[config.mk]
export PLATFORM = sky130hd
export DESIGN_NAME = led_scheduler
export DESIGN_NICKNAME = d
export VERILOG_FILES = /design/src/rtl/led_sched_defs.sv /design/src/rtl/rr_pick.sv /design/src/rtl/led_scheduler.sv
export SDC_FILE = /design/constraint.sdc
export NUM_CORES = 1
export LEC_CHECK = 0
export CELL_PAD_IN_SITES_DETAIL_PLACEMENT = 1
export CELL_PAD_IN_SITES_GLOBAL_PLACEMENT = 1
export CORE_UTILIZATION = 37
export CTS_BUF_LIST = sky130_fd_sc_hd__clkbuf_8
export DETAILED_ROUTE_END_ITERATION = 12
export GPL_ROUTABILITY_DRIVEN = 0
export HOLD_SLACK_MARGIN = 0.03
export PLACE_DENSITY_LB_ADDON = 0.1
export SLEW_MARGIN = 15
export SYNTH_ARGS = -nofsm -noshare
export SYNTH_HDL_FRONTEND = slang
export SYNTH_SLANG_ARGS = --single-unit
[constraint.sdc]
create_clock -name clock -period 2.1 [get_ports clock]
set_input_delay 0.42 -clock clock [delete_from_list [all_inputs] [get_ports clock]]
set_output_delay 0.42 -clock clock [all_outputs]
set_load 0.02 [all_outputs]
[src/rtl/led_sched_defs.sv]
// Shared definitions for the LED bank scheduler.
// State encodings and timer sizing helper.
package led_sched_defs;

    typedef enum logic [1:0] {
        ST_IDLE = 2'd0,
        ST_SHOW = 2'd1,
        ST_GAP  = 2'd2
    } state_t;

    // Timer must reach the larger of the dwell and gap end counts.
    function automatic int timer_w(input int dwell, input int gap);
        return ((dwell > gap) ? dwell : gap) + 1;
    endfunction

endpackage

[src/rtl/rr_pick.sv]
// Combinational round-robin picker.
// Lowest requester at or after (last+1) mod N, wrapping.
module rr_pick #(
    parameter int N = 4
) (
    input  logic [N-1:0]         req,
    input  logic [$clog2(N)-1:0] last,
    output logic                 any,
    output logic [$clog2(N)-1:0] pick
);

    localparam int LW = $clog2(N);

    // Scan from farthest to nearest so the nearest hit wins.
    always_comb begin
        logic [LW-1:0] w_idx;
        any  = |req;
        pick = last;
        for (int k = N; k >= 1; k--) begin
            w_idx = LW'((int'(last) + k) % N);
            if (req[w_idx]) begin
                pick = w_idx;
            end
        end
    end

endmodule

[src/rtl/led_scheduler.sv]
// Time-shares the LED bank between N requesters with
// round-robin ownership, minimum dwell and a blank gap.
module led_scheduler
    import led_sched_defs::*;
#(
    parameter int               N            = 4,
    parameter int               WIDTH        = 8,
    parameter int               DWELL        = 26,
    parameter int               GAP          = 20,
    parameter logic [WIDTH-1:0] IDLE_PATTERN = 8'b10101010
) (
    input  logic               clock,
    input  logic               reset,
    input  logic [N-1:0]       req,
    input  logic [N*WIDTH-1:0] data,
    output logic [WIDTH-1:0]   leds,
    output logic [N-1:0]       grant,
    output logic               busy
);

    localparam int LW = $clog2(N);
    localparam int TW = timer_w(DWELL, GAP);
    localparam logic [TW-1:0] DW_END = TW'((1 << DWELL) - 1);
    localparam logic [TW-1:0] GP_END = TW'((1 << GAP) - 1);

    state_t           r_state;
    state_t           w_state_nx;
    logic [LW-1:0]    r_owner;
    logic [LW-1:0]    w_owner_nx;
    logic [LW-1:0]    r_last;
    logic [LW-1:0]    w_last_nx;
    logic [TW-1:0]    r_timer;
    logic [TW-1:0]    w_timer_nx;
    logic [WIDTH-1:0] r_leds;
    logic [WIDTH-1:0] w_leds_nx;
    logic [N-1:0]     r_grant;
    logic [N-1:0]     w_grant_nx;
    logic             r_busy;

    logic             w_any;
    logic [LW-1:0]    w_pick;
    logic [WIDTH-1:0] w_slot [N];
    logic             w_others;

    rr_pick #(.N(N)) u_pick (
        .req  (req),
        .last (r_last),
        .any  (w_any),
        .pick (w_pick)
    );

    // Per-requester view of the packed data bus.
    always_comb begin
        for (int i = 0; i < N; i++) begin
            w_slot[i] = data[i*WIDTH +: WIDTH];
        end
    end

    assign w_others = |(req & ~(N'(1) << r_owner));

    // Next-state, timer and output register values.
    always_comb begin
        w_state_nx = r_state;
        w_owner_nx = r_owner;
        w_last_nx  = r_last;
        w_timer_nx = r_timer + TW'(1);
        w_leds_nx  = r_leds;
        w_grant_nx = r_grant;
        unique case (r_state)
            ST_IDLE: begin
                w_timer_nx = '0;
                w_leds_nx  = IDLE_PATTERN;
                w_grant_nx = '0;
                if (w_any) begin
                    w_state_nx = ST_SHOW;
                    w_owner_nx = w_pick;
                    w_last_nx  = w_pick;
                    w_leds_nx  = w_slot[w_pick];
                    w_grant_nx = N'(1) << w_pick;
                end
            end
            ST_SHOW: begin
                w_leds_nx = w_slot[r_owner];
                if (!req[r_owner] ||
                    (r_timer == DW_END && w_others)) begin
                    w_state_nx = ST_GAP;
                    w_timer_nx = '0;
                    w_leds_nx  = '0;
                    w_grant_nx = '0;
                end else if (r_timer == DW_END) begin
                    w_timer_nx = '0;
                end
            end
            ST_GAP: begin
                w_leds_nx  = '0;
                w_grant_nx = '0;
                if (r_timer == GP_END) begin
                    w_timer_nx = '0;
                    if (w_any) begin
                        w_state_nx = ST_SHOW;
                        w_owner_nx = w_pick;
                        w_last_nx  = w_pick;
                        w_leds_nx  = w_slot[w_pick];
                        w_grant_nx = N'(1) << w_pick;
                    end else begin
                        w_state_nx = ST_IDLE;
                        w_leds_nx  = IDLE_PATTERN;
                    end
                end
            end
            default: begin
                w_state_nx = ST_IDLE;
                w_timer_nx = '0;
                w_leds_nx  = IDLE_PATTERN;
                w_grant_nx = '0;
            end
        endcase
    end

    // State and registered outputs; reset overrides everything.
    always_ff @(posedge clock) begin
        if (reset) begin
            r_state <= ST_IDLE;
            r_owner <= '0;
            r_last  <= LW'(N - 1);
            r_timer <= '0;
            r_leds  <= IDLE_PATTERN;
            r_grant <= '0;
            r_busy  <= 1'b0;
        end else begin
            r_state <= w_state_nx;
            r_owner <= w_owner_nx;
            r_last  <= w_last_nx;
            r_timer <= w_timer_nx;
            r_leds  <= w_leds_nx;
            r_grant <= w_grant_nx;
            r_busy  <= (w_state_nx != ST_IDLE);
        end
    end

    assign leds  = r_leds;
    assign grant = r_grant;
    assign busy  = r_busy;

endmodule

==> results of run 1 <==
[logic make-up (layout without fill, tap and decap cells)]
| kind of cell | Yosys count | after routing | share of synthesized area (%) |
|---|---|---|---|
| XOR/XNOR | 23 | 23 | 7.41 |
| buffers and inverters | 17 | 146 | 2.81 |
| adder cells (fa/ha/maj) | 5 | 5 | 2.30 |
| multiplexers | 38 | 38 | 18.4 |
| flip-flops | 46 | 46 | 33.9 |
| AND/OR/NAND/NOR | 130 | 130 | 26.1 |
| AO/OA/AOI/OAI | 34 | 34 | 9.20 |
[flip-flops by register name, indices dropped and copies added, names as in the netlist]
register  count
r_timer      27
leds          8
grant         4
r_last        2
r_owner       2
r_state       2
busy          1
[per-stage QoR]
step | setup TNS [ps] | cell area [sq um] | std cells
after global routing | -1070 | 4290 | 518
after floorplan | 0 | 2720 | 293
after detailed placement | -13220 | 3860 | 498
final | -269 | 4290 | 518
after CTS | -40.1 | 4070 | 510
after global placement | -10340 | 3860 | 498
[repair_timing]
action	CTS	global route
gates resized for setup	11	36
pin swaps	2	6
endpoints found under the setup margin	16	46
buffers inserted	4	8
cloned	0	0
hold buffers	0	0
[cell usage in the layout (no fill, tap or decap), types with 3 or more instances in the layout]
cell | Yosys | layout
sky130_fd_sc_hd__ha_1 | 5 | 3
sky130_fd_sc_hd__nor4_2 | 0 | 3
sky130_fd_sc_hd__a21oi_1 | 10 | 6
sky130_fd_sc_hd__and4_1 | 5 | 5
sky130_fd_sc_hd__dfxtp_1 | 46 | 39
sky130_fd_sc_hd__and3b_1 | 3 | 3
sky130_fd_sc_hd__mux2i_1 | 24 | 23
sky130_fd_sc_hd__a32o_1 | 4 | 4
sky130_fd_sc_hd__inv_1 | 7 | 7
sky130_fd_sc_hd__nand3_1 | 13 | 10
sky130_fd_sc_hd__nor3b_1 | 3 | 3
sky130_fd_sc_hd__xor2_1 | 12 | 12
sky130_fd_sc_hd__nand4_1 | 7 | 7
sky130_fd_sc_hd__clkdlybuf4s50_1 | 0 | 46
sky130_fd_sc_hd__nand2_1 | 23 | 19
sky130_fd_sc_hd__buf_4 | 2 | 74
sky130_fd_sc_hd__xnor2_1 | 11 | 11
sky130_fd_sc_hd__nand2_2 | 0 | 4
sky130_fd_sc_hd__o21ai_0 | 4 | 4
sky130_fd_sc_hd__o2111ai_1 | 4 | 4
sky130_fd_sc_hd__mux2_2 | 5 | 5
sky130_fd_sc_hd__mux4_2 | 9 | 9
sky130_fd_sc_hd__a21oi_2 | 1 | 5
sky130_fd_sc_hd__nor2b_1 | 3 | 3
sky130_fd_sc_hd__buf_12 | 0 | 6
sky130_fd_sc_hd__nor2_1 | 40 | 36
sky130_fd_sc_hd__nor3_2 | 0 | 3
sky130_fd_sc_hd__nor2_2 | 0 | 4
sky130_fd_sc_hd__dfxtp_2 | 0 | 7
sky130_fd_sc_hd__nor3_1 | 9 | 6
sky130_fd_sc_hd__clkbuf_8 | 0 | 6
[worst paths after layout]
| path | depth (start not counted) | slack, ps | start | to |
|---|---|---|---|---|
| setup / recovery | 9 | -150 | r_timer[0] | grant[0] |
| hold / removal | 2 | 460 | grant[2] | grant[2] |
| setup reg to reg | 9 | -150 | r_timer[0] | grant[0] |
| hold reg to reg | 2 | 460 | grant[2] | grant[2] |
[worst max-delay path, delay by kind of cell, from the launching register on]
kind	cells	cell delay (ps)
flops	1	360
buf+inv	2	290
simple gates	4	1100
compound gates	2	280
fa+ha+maj	1	140
[power groups by stage]
stage / sequential [mW] / clock (mW) / combinational [mW]
global route: 1.07 / 0.908 / 1.80
global placement: 1.07 / 0 / 1.44
CTS: 1.05 / 0.843 / 1.54
floorplan: 1.14 / 0 / 0.741
detailed placement: 1.07 / 0 / 1.48
finish: 1.06 / 0.849 / 1.70
[area by class of cell]
cell class	count	area [sq um]	share of cell area, %
Timing Repair Buffer	131	1190	27.8
Clock buffer	6	82.6	1.93
Clock inverter	2	60.1	1.40
Sequential cell	46	930	21.7
Inverter	7	26.3	0.613
Multi-Input combinational cell	230	1880	43.8
Tap cell	96	120	2.80
[metal layers]
metal | GRT usage (%) | vias up | part of all wire [%]
li1 | - | 1329 | -
met1 | 29.5 | 1376 | 42
met2 | 41.9 | 57 | 53
met3 | 3.77 | 16 | 2.8
met4 | 6.71 | 0 | 1.8
met5 | 0 | - | 0
==> impl_metrics.sql, run 1 <==
INSERT INTO impl_metrics (metric_group, metric, value, unit) VALUES
('outcome', 'run_status', 'complete, but fails checks', ''),
('outcome', 'violations', 'negative setup slack', ''),
('sta', 'grt_setup_unrepaired', 'true', ''),
('sta', 'finalClockSkew', '12.2', 'ps'),
('job', 'number_of_max_capacitance_violations_reported', '0', ''),
('setup_path', 'critPathSlowestCell', 'sky130_fd_sc_hd__or4b_4', ''),
('die', 'initial_cell_density_of_the_core', '39.2', '%'),
('die', 'core', '6940', 'sq um'),
('finish', 'final_core_utilization', '61.8', '%'),
('drt', 'viasPerCell', '5.36', ''),
('yosys', 'synth_top_area_cell', 'sky130_fd_sc_hd__dfxtp_1', ''),
('die', 'die_x', '87.7', 'um'),
('clocking', 'clk_transition_reported_paths', '100', 'ps'),
('sta', 'final_hold_viol_count', '0', ''),
('finish', 'diodes', '0', ''),
('sta', 'post-route-worst-setup-slack', '-148', 'ps'),
('yosys', 'async_reset_ff_share', '0', '%'),
('setup_path', 'timing_worst_setup_path_type', 'reg2reg', ''),
('sta', 'timing.final.crit_period', '2250', 'ps'),
('die', 'die-area', '7700', 'sq um'),
('sta', 'max_freq', '445', 'MHz'),
('setup_path', 'crit_path_cell_trace', 'ha_4 > buf_4 > nand3_4 > nor4_4 > buf_4 > a21oi_2 > nor2_2 > or4b_4 > a21oi_2', ''),
('power_and_ir_drop', 'totalPowerFinal', '3.61', 'mW'),
('power_and_ir_drop', 'power_density', '843', 'nW/um^2'),
('global_routing', 'number_of_antenna_violations_at_the_first_check_in_global_routing', '0', ''),
('drt', '1st_iter_drt_viols', '93', ''),
('yosys', 'yosys.area.top_type_share', '33.9', '%'),
('setup_path', 'cp_data_arrival_time', '2490', 'ps'),
('yosys', 'post-synth-top-count-cell', 'sky130_fd_sc_hd__dfxtp_1', ''),
('power_and_ir_drop', 'netSwitchingPower', '1.21', 'mW'),
('drt', 'detail_route.wl_per_cell', '18.9', 'um'),
('power_and_ir_drop', 'internal_power', '2.40', 'mW'),
('placement', 'hpwlAfterDp', '6330', 'um'),
('power_and_ir_drop', 'combinational_fraction_of_design_power', '47.2', '%'),
('drt', 'detailroute.via_count', '2778', ''),
('global_routing', 'via_count_of_the_first_global_routing_pass', '2853', ''),
('global_routing', 'remaining_global_route_overflow', '0', ''),
('sta', 'final_period_util', '107', '%'),
('drt', 'routed_wirelength', '9790', 'um'),
('min_path', 'worstHoldPathType', 'reg2reg', ''),
('finish', 'layout.filler_cells', '795', ''),
('yosys', 'cell_types_occupying_the_most_area_after_synthesis', 'sky130_fd_sc_hd__dfxtp_1, sky130_fd_sc_hd__mux2i_1, sky130_fd_sc_hd__mux4_2', ''),
('global_routing', 'grt_start_max_net_pins', '27', ''),
('sta', 'timing_max_transition_violations_final', '0', ''),
('yosys', 'synth_ff_type', 'sky130_fd_sc_hd__dfxtp_1', ''),
('sta', 'fin_hold_ws', '463', 'ps'),
('finish', 'nNetsFinal', '464', ''),
('setup_path', 'timing.critical_path.fanout_max', '4', ''),
('setup_path', 'end_kind', 'register', ''),
('yosys', 'synth.ff_latch_count', '46', ''),
('power_and_ir_drop', 'worst_ir_drop_vdd', '0.443', 'mV'),
('drt', 'drt_first_pass_iters', '4', ''),
('finish', 'synthToLayoutAreaGrowth', '57.7', '%'),
('global_routing', 'gr-usage-all-layers', '23.6', '%'),
('setup_path', 'critical_path.max_stage_delay', '500', 'ps'),
('die', 'ioPinCount', '51', ''),
('yosys', 'netlist-cell-type-count', '50', ''),
('drt', 'route.detailed.drc', '0', ''),
('die', 'die-height', '87.7', 'um'),
('power_and_ir_drop', 'power.share.sequential', '29.3', '%'),
('yosys', 'seq_area_frac_synth', '33.9', '%'),
('die', 'floorplan.rows', '30', ''),
('yosys', 'synth.avg_cell_area', '9.28', 'sq um'),
('yosys', 'synth_enable_flop_cells', '0', ''),
('setup_path', 'critPathRequiredTime', '2340', 'ps'),
('yosys', 'ys.warnings.count', '0', ''),
('global_routing', 'grt_pass1_wl', '14000', 'um'),
('sta', 'setup_viol_count_final', '2', ''),
('clocking', 'clk_latency', '320', 'ps'),
('power_and_ir_drop', 'leakagePower', '1.67', 'nW'),
('finish', 'drive_above_1_share', '35.5', '%');
Power figures use the tool's default switching activity.
==> run 2: changes to the inputs <==
--- a/config.mk
+++ b/config.mk
@@ -5,10 +5,12 @@
 export SDC_FILE = /design/constraint.sdc
 export NUM_CORES = 1
 export LEC_CHECK = 0
+export CAP_MARGIN = 10
 export CELL_PAD_IN_SITES_DETAIL_PLACEMENT = 1
 export CELL_PAD_IN_SITES_GLOBAL_PLACEMENT = 1
 export CORE_UTILIZATION = 37
 export CTS_BUF_LIST = sky130_fd_sc_hd__clkbuf_8
+export CTS_CLUSTER_DIAMETER = 40
 export DETAILED_ROUTE_END_ITERATION = 12
 export GPL_ROUTABILITY_DRIVEN = 0
 export HOLD_SLACK_MARGIN = 0.03
==> results of run 2 <==
Same layout as run 1: the final DEF is identical, and so are final timing and power.
